==> src/rtl/mul_div_unit.sv <==
// mul_div_unit: iterative RV32M multiply/divide engine.
// Takes one operation through a valid/ready handshake, prepares the operands
// (sign capture and absolute values), runs N = XLEN/BITS_PER_CYCLE shift-add or
// restoring shift-subtract steps on a 2*XLEN accumulator, then holds the result
// until it is consumed.
// Ports:
//   clk, reset (async, active-low)
//   op_valid/op_ready       request handshake (op_ready high only in IDLE)
//   op_func[2:0]            RV32M funct3 (MUL,MULH,MULHSU,MULHU,DIV,DIVU,REM,REMU)
//   operand_a/operand_b     rs1 / rs2 values
//   flush                   synchronous abort back to IDLE
//   busy                    high in PREP, CALC, DONE
//   result_valid/ready      result handshake, result held stable while valid
//   result                  selected result word (kept after consumption)
module mul_div_unit #(
  parameter int XLEN           = 32,
  parameter int BITS_PER_CYCLE = 1
) (
  input  logic            clk,
  input  logic            reset,
  input  logic            op_valid,
  output logic            op_ready,
  input  logic [2:0]      op_func,
  input  logic [XLEN-1:0] operand_a,
  input  logic [XLEN-1:0] operand_b,
  input  logic            flush,
  output logic            busy,
  output logic            result_valid,
  input  logic            result_ready,
  output logic [XLEN-1:0] result
);

  localparam int N  = XLEN / BITS_PER_CYCLE;
  localparam int CW = $clog2(N + 1);

  typedef enum logic [1:0] {
    S_IDLE,
    S_PREP,
    S_CALC,
    S_DONE
  } state_e;

  state_e              state_q, state_d;
  logic [2:0]          func_q, func_d;
  logic [XLEN-1:0]     a_q, a_d;
  logic [XLEN-1:0]     b_q, b_d;
  logic [XLEN-1:0]     opnd_q, opnd_d;     // |multiplicand| or |divisor|
  logic [2*XLEN-1:0]   acc_q, acc_d;
  logic [CW-1:0]       cnt_q, cnt_d;
  logic                neg_q, neg_d;       // negate product / quotient
  logic                neg_rem_q, neg_rem_d;
  logic [XLEN-1:0]     result_q, result_d;
  logic                op_ready_q, op_ready_d;
  logic                busy_q, busy_d;
  logic                result_valid_q, result_valid_d;

  // Combinational helpers
  logic                is_div;
  logic                sa, sb;
  logic [XLEN-1:0]     abs_a, abs_b;
  logic                div_by_zero, div_ovf;
  logic [2*XLEN-1:0]   acc_step;
  logic [XLEN:0]       sum;
  logic [XLEN:0]       rem_ext;
  logic [XLEN-1:0]     low;
  logic [2*XLEN-1:0]   prod;
  logic [XLEN-1:0]     quot, rem;
  logic [XLEN-1:0]     final_res;

  always_comb begin
    is_div = func_q[2];
    // Signed operand flags: MULH/MULHSU/DIV/REM treat a as signed,
    // MULH/DIV/REM treat b as signed. MUL's low word is sign-agnostic.
    sa = a_q[XLEN-1] & ((func_q == 3'd1) | (func_q == 3'd2) |
                        (func_q == 3'd4) | (func_q == 3'd6));
    sb = b_q[XLEN-1] & ((func_q == 3'd1) | (func_q == 3'd4) | (func_q == 3'd6));
    abs_a = sa ? ('0 - a_q) : a_q;
    abs_b = sb ? ('0 - b_q) : b_q;
    div_by_zero = (b_q == '0);
    div_ovf = ((func_q == 3'd4) | (func_q == 3'd6)) &&
              (a_q == {1'b1, {(XLEN-1){1'b0}}}) && (b_q == '1);

    // BITS_PER_CYCLE unrolled iteration steps on the accumulator.
    acc_step = acc_q;
    sum      = '0;
    rem_ext  = '0;
    low      = '0;
    for (int unsigned i = 0; i < BITS_PER_CYCLE; i++) begin
      if (is_div) begin
        // Restoring divide: shift {rem,dividend} left, subtract if it fits.
        rem_ext = {acc_step[2*XLEN-1:XLEN], acc_step[XLEN-1]};
        low     = {acc_step[XLEN-2:0], 1'b0};
        if (rem_ext >= {1'b0, opnd_q}) begin
          rem_ext = rem_ext - {1'b0, opnd_q};
          low[0]  = 1'b1;
        end
        acc_step = {rem_ext[XLEN-1:0], low};
      end else begin
        // Shift-add multiply: multiplier in the low half, consumed LSB first.
        sum      = {1'b0, acc_step[2*XLEN-1:XLEN]} +
                   (acc_step[0] ? {1'b0, opnd_q} : '0);
        acc_step = {sum, acc_step[XLEN-1:1]};
      end
    end

    prod = neg_q ? ('0 - acc_step) : acc_step;
    quot = acc_step[XLEN-1:0];
    rem  = acc_step[2*XLEN-1:XLEN];
    case (func_q)
      3'd0:          final_res = prod[XLEN-1:0];
      3'd1, 3'd2,
      3'd3:          final_res = prod[2*XLEN-1:XLEN];
      3'd4, 3'd5:    final_res = neg_q ? ('0 - quot) : quot;
      default:       final_res = neg_rem_q ? ('0 - rem) : rem;
    endcase

    state_d   = state_q;
    func_d    = func_q;
    a_d       = a_q;
    b_d       = b_q;
    opnd_d    = opnd_q;
    acc_d     = acc_q;
    cnt_d     = cnt_q;
    neg_d     = neg_q;
    neg_rem_d = neg_rem_q;
    result_d  = result_q;

    if (flush) begin
      state_d = S_IDLE;
    end else begin
      case (state_q)
        S_IDLE: begin
          if (op_valid) begin
            func_d  = op_func;
            a_d     = operand_a;
            b_d     = operand_b;
            state_d = S_PREP;
          end
        end
        S_PREP: begin
          neg_d     = sa ^ sb;
          neg_rem_d = sa;
          cnt_d     = CW'(N);
          if (is_div && div_by_zero) begin
            result_d = func_q[1] ? a_q : '1;
            state_d  = S_DONE;
          end else if (div_ovf) begin
            result_d = func_q[1] ? '0 : a_q;
            state_d  = S_DONE;
          end else begin
            acc_d   = is_div ? {{XLEN{1'b0}}, abs_a} : {{XLEN{1'b0}}, abs_b};
            opnd_d  = is_div ? abs_b : abs_a;
            state_d = S_CALC;
          end
        end
        S_CALC: begin
          acc_d = acc_step;
          cnt_d = cnt_q - CW'(1);
          if (cnt_q == CW'(1)) begin
            result_d = final_res;
            state_d  = S_DONE;
          end
        end
        default: begin
          if (result_ready) state_d = S_IDLE;
        end
      endcase
    end

    // Status outputs are registered from the next state.
    op_ready_d     = (state_d == S_IDLE);
    busy_d         = (state_d != S_IDLE);
    result_valid_d = (state_d == S_DONE);
  end

  always_ff @(posedge clk or negedge reset) begin
    if (!reset) begin
      state_q        <= S_IDLE;
      func_q         <= '0;
      a_q            <= '0;
      b_q            <= '0;
      opnd_q         <= '0;
      acc_q          <= '0;
      cnt_q          <= '0;
      neg_q          <= 1'b0;
      neg_rem_q      <= 1'b0;
      result_q       <= '0;
      op_ready_q     <= 1'b1;
      busy_q         <= 1'b0;
      result_valid_q <= 1'b0;
    end else begin
      state_q        <= state_d;
      func_q         <= func_d;
      a_q            <= a_d;
      b_q            <= b_d;
      opnd_q         <= opnd_d;
      acc_q          <= acc_d;
      cnt_q          <= cnt_d;
      neg_q          <= neg_d;
      neg_rem_q      <= neg_rem_d;
      result_q       <= result_d;
      op_ready_q     <= op_ready_d;
      busy_q         <= busy_d;
      result_valid_q <= result_valid_d;
    end
  end

  assign op_ready     = op_ready_q;
  assign busy         = busy_q;
  assign result_valid = result_valid_q;
  assign result       = result_q;

endmodule

==> config.mk <==
export PLATFORM = sky130hd
export DESIGN_NAME = mul_div_unit
export DESIGN_NICKNAME = d
export VERILOG_FILES = /design/src/rtl/mul_div_unit.sv
export SDC_FILE = /design/constraint.sdc
export NUM_CORES = 1
export LEC_CHECK = 0
export CORE_ASPECT_RATIO = 0.9
export CORE_MARGIN = 1.5
export CORE_UTILIZATION = 35
export DETAILED_ROUTE_END_ITERATION = 7
export GPL_TIMING_DRIVEN = 0
export PLACE_DENSITY = 0.57
export SETUP_SLACK_MARGIN = 0.1
export SLEW_MARGIN = 40
export SYNTH_ARGS = -nofsm -noshare
export SYNTH_HDL_FRONTEND = slang
export SYNTH_SLANG_ARGS = --single-unit
==> constraint.sdc <==
create_clock -name clk -period 6.5 [get_ports clk]
set_input_delay 0.65 -clock clk [delete_from_list [all_inputs] [get_ports clk]]
set_output_delay 0.65 -clock clk [all_outputs]
set_load 0.01 [all_outputs]
==> flow_summary.ini <==
[clock_tree]
h-tree-depth = 1
cts_tree = done
clk_pin_slew_ps = 70
cts_inserted_buffers = 25
cts.sinks = 208
cts_max_path_buffers = 3
worstSkewPairLatency_ps = 590
cts_root_buffer = clkbuf_16

[synth]
async_flop_share_pct = 100
synth-edff-count = 0
synth_seq_cells = 208
synth_warnings = 0
syn-num-nets = 2416
synth_ff_type = dfrtp_1
synth.avg_cell_area_um2 = 8.18
syn_inst = 2267
synth_area_um2 = 18600
yosys.cell_types.count = 88
synth_seq_area_share_pct = 28.1

[floorplanning]
start_util_pct = 35.7
core_area_um2 = 52000
row_count = 79
die_h_um = 221
die_x_um = 246
die_area_um2 = 54400
pin_count = 107

[global_route]
antenna_found_initial = 2
track_usage_pct = 30.9
grt_overflow = 0
grt_max_degree = 74
grt_pass1_vias = 18300
grt_pass1_wl_mm = 125

[placed_design]
portBuffers = 106
dp_hpwl_mm = 68.4
numPlacedInstances = 3072
gp_congestion = 1.02

[routing]
wl_mm = 85.7
first_pass_iters = 6
vias = 19400
routedWlPerCell_um = 27.4
detail-route-antenna-nets = 0
drtIter0Drc = 2406
viasPerCell = 6.20
drc = 0

[pwr]
power_density_nw_per_um2 = 638
power.leakage_nw = 8.68
ir_drop_v = 0.000337

[cells_and_area]
final_nets = 2566
layout-drive-gt1-share_pct = 10.5
syn_to_final_growth_pct = 16.6
final_util_pct = 41.6
fin_cells = 3124
diodes = 0

[timing]
worstMarginPinSlew_ps = 933
fin_crit_sh_pct = 96.3
clock_skew_ps = 24.8
period_minus_slack_ps = 6260
hold_viol = 0
rsz0062_at_grt = false
timing.slew.headroom_pct = 37.1
fmax_mhz = 160
final-setup-viol-count = 0
drv_slew = 0

[worst_setup_path]
start_kind = flop
end_kind = flop
crit_fanout = 9
slowest_stage = or4_4
path_class = reg2reg
slowest_delay_ps = 570
path_cells = inv_1 -> ha_1 -> buf_2 -> nand4_1 -> nor4_4 -> a41oi_2 -> and4_1 -> buf_6 -> a31o_1 -> a222oi_1 -> buf_4 -> buf_2 -> ha_1 -> nand4_1 -> or4_4 -> or2_1 -> or4_4 -> nor4_2 -> mux2_1 -> a31oi_1 -> o221ai_2
critical_path_required_ps = 6950
cp.arrival_ps = 6700
ff2ff_setup_slack_ps = 240

[hold_path]
hp-class = in2async

[run]
drv_cap = 0

[outcome]
status = complete, no violations
-- layout by cell type (no fill, tap or decap), types with 23 or more instances in the layout --
cell and instances:
clkdlybuf4s50_1 105, nand2_1 240, nor2_1 181, or3_1 27, xor2_1 64, inv_1 74
a211oi_1 24, ha_1 74, nand3_1 26, nand4_1 26, xnor2_1 115, o21ai_0 207
mux2i_1 58, and2_1 45, clkbuf_1 107, o31ai_1 39, nor3_1 67, clkbuf_16 25
a21oi_1 161, a21o_1 23, mux2_2 101, dfrtp_1 204, nand2b_1 23
-- final cells by class --
cell class,count,area (um2)
inverter,76,285
timing repair buffer,125,1250
clock inverter,9,118
fill,5333,30400
sequential,208,5210
multi-input combinational,1855,12700
tap,688,861
buffer,126,500
clock buffer,37,681
-- worst max-delay path, delay by kind of cell, from the launching register on --
kind	cells	cell delay, ps
adder cells (fa/ha/maj)	2	510
AND/OR/NAND/NOR	8	2730
AO/OA/AOI/OAI	5	1220
flip-flops	1	520
multiplexers	1	380
buffers and inverters	5	750
-- state kept, by name, indices dropped and copies added, names as in the netlist --
| signal | count |
|---|---|
| acc_q | 64 |
| a_q | 32 |
| b_q | 32 |
| opnd_q | 32 |
| result | 32 |
| cnt_q | 6 |
| func_q | 3 |
| state_q | 2 |
| busy | 1 |
| neg_q | 1 |
| neg_rem_q | 1 |
| op_ready | 1 |
| result_valid | 1 |
-- Yosys cell counts (13+ instances only) --
library cell	number	area, um2
nand3_1	26	130
ha_1	75	938
nand2_1	240	901
a21o_1	23	173
o31ai_1	42	315
nor2b_1	13	81.3
nand2b_1	23	144
a31oi_1	24	150
nor3_1	70	350
a221oi_1	21	184
o21a_1	14	105
and3_1	15	93.8
a21oi_1	165	826
xnor2_1	115	1010
and2_1	45	282
inv_1	74	278
mux4_2	17	383
mux2i_1	60	601
nand4_1	26	163
o221ai_1	17	149
dfrtp_1	207	5180
nor2_1	181	679
buf_1	19	71.3
or3_1	27	169
o21ai_0	209	1050
a211oi_1	27	203
clkbuf_1	103	387
mux2_2	101	1140
xor2_1	64	561
o211ai_1	18	135
-- cells by family after synthesis --
family / Yosys count / share of synthesized area (%)
AO/OA/AOI/OAI: 685 / 23.5
buffers and inverters: 204 / 4.20
flip-flops: 208 / 28.1
XOR/XNOR: 179 / 8.45
adder cells (fa/ha/maj): 77 / 5.27
AND/OR/NAND/NOR: 735 / 19.0
multiplexers: 179 / 11.5
-- where the power goes --
group          total, mW  internal (mW)  switching, mW  leakage [nW]
combinational       9.57           3.34           6.23          5.71
sequential          2.80           1.85          0.949          2.58
clock               1.44          0.811          0.629         0.391
total               13.8           6.00           7.81          8.68
-- metal layers --
layer	up-vias	share of wire, %	track usage [%]
met1	9604	44	44.8
met4	2	3.7	8.81
met3	156	9.2	5.37
met2	998	43	46.5
met5	-	0.013	0
li1	8616	-	-
-- what timing repair did --
action / CTS / global route
pin swaps: 1 / 4
resized for setup: 7 / 14
gates cloned: 0 / 0
buffers inserted: 3 / 3
setup endpoints to repair: 10 / 6
hold endpoints to repair: 10 / 0
hold buffers: 1 / 0
-- worst paths after layout --
path	startpoint	to	depth (start not counted)
hold reg to reg	result[2]$_DFFE_PN0P_	result[2]$_DFFE_PN0P_	2
hold / removal	reset	b_q[26]$_DFFE_PN0P_	2
setup reg to reg	opnd_q[18]$_DFFE_PN0P_	result[30]$_DFFE_PN0P_	21
max in group asynchronous	reset	acc_q[48]$_DFFE_PN0P_	4
setup / recovery	opnd_q[18]$_DFFE_PN0P_	result[30]$_DFFE_PN0P_	21
min in group clk	result[2]$_DFFE_PN0P_	result[2]$_DFFE_PN0P_	2
-- per-stage QoR --
| stage | setup WS (ps) | setup TNS (ps) | power [mW] | hold slack [ps] | cell area [um2] |
|---|---|---|---|---|---|
| floorplan | 1240 | 0 | 8.21 | 354 | 18600 |
| global placement | -4340 | -896660 | 11.8 | 470 | 20500 |
| detailed placement | -227 | -838 | 11.9 | 467 | 20700 |
| CTS | 65.3 | 0 | 13.4 | 447 | 21500 |
| global route | 106 | 0 | 14.5 | 458 | 21600 |
| finish | 242 | 0 | 13.8 | 456 | 21600 |
Note: power is estimated with default switching activity, not from simulation.
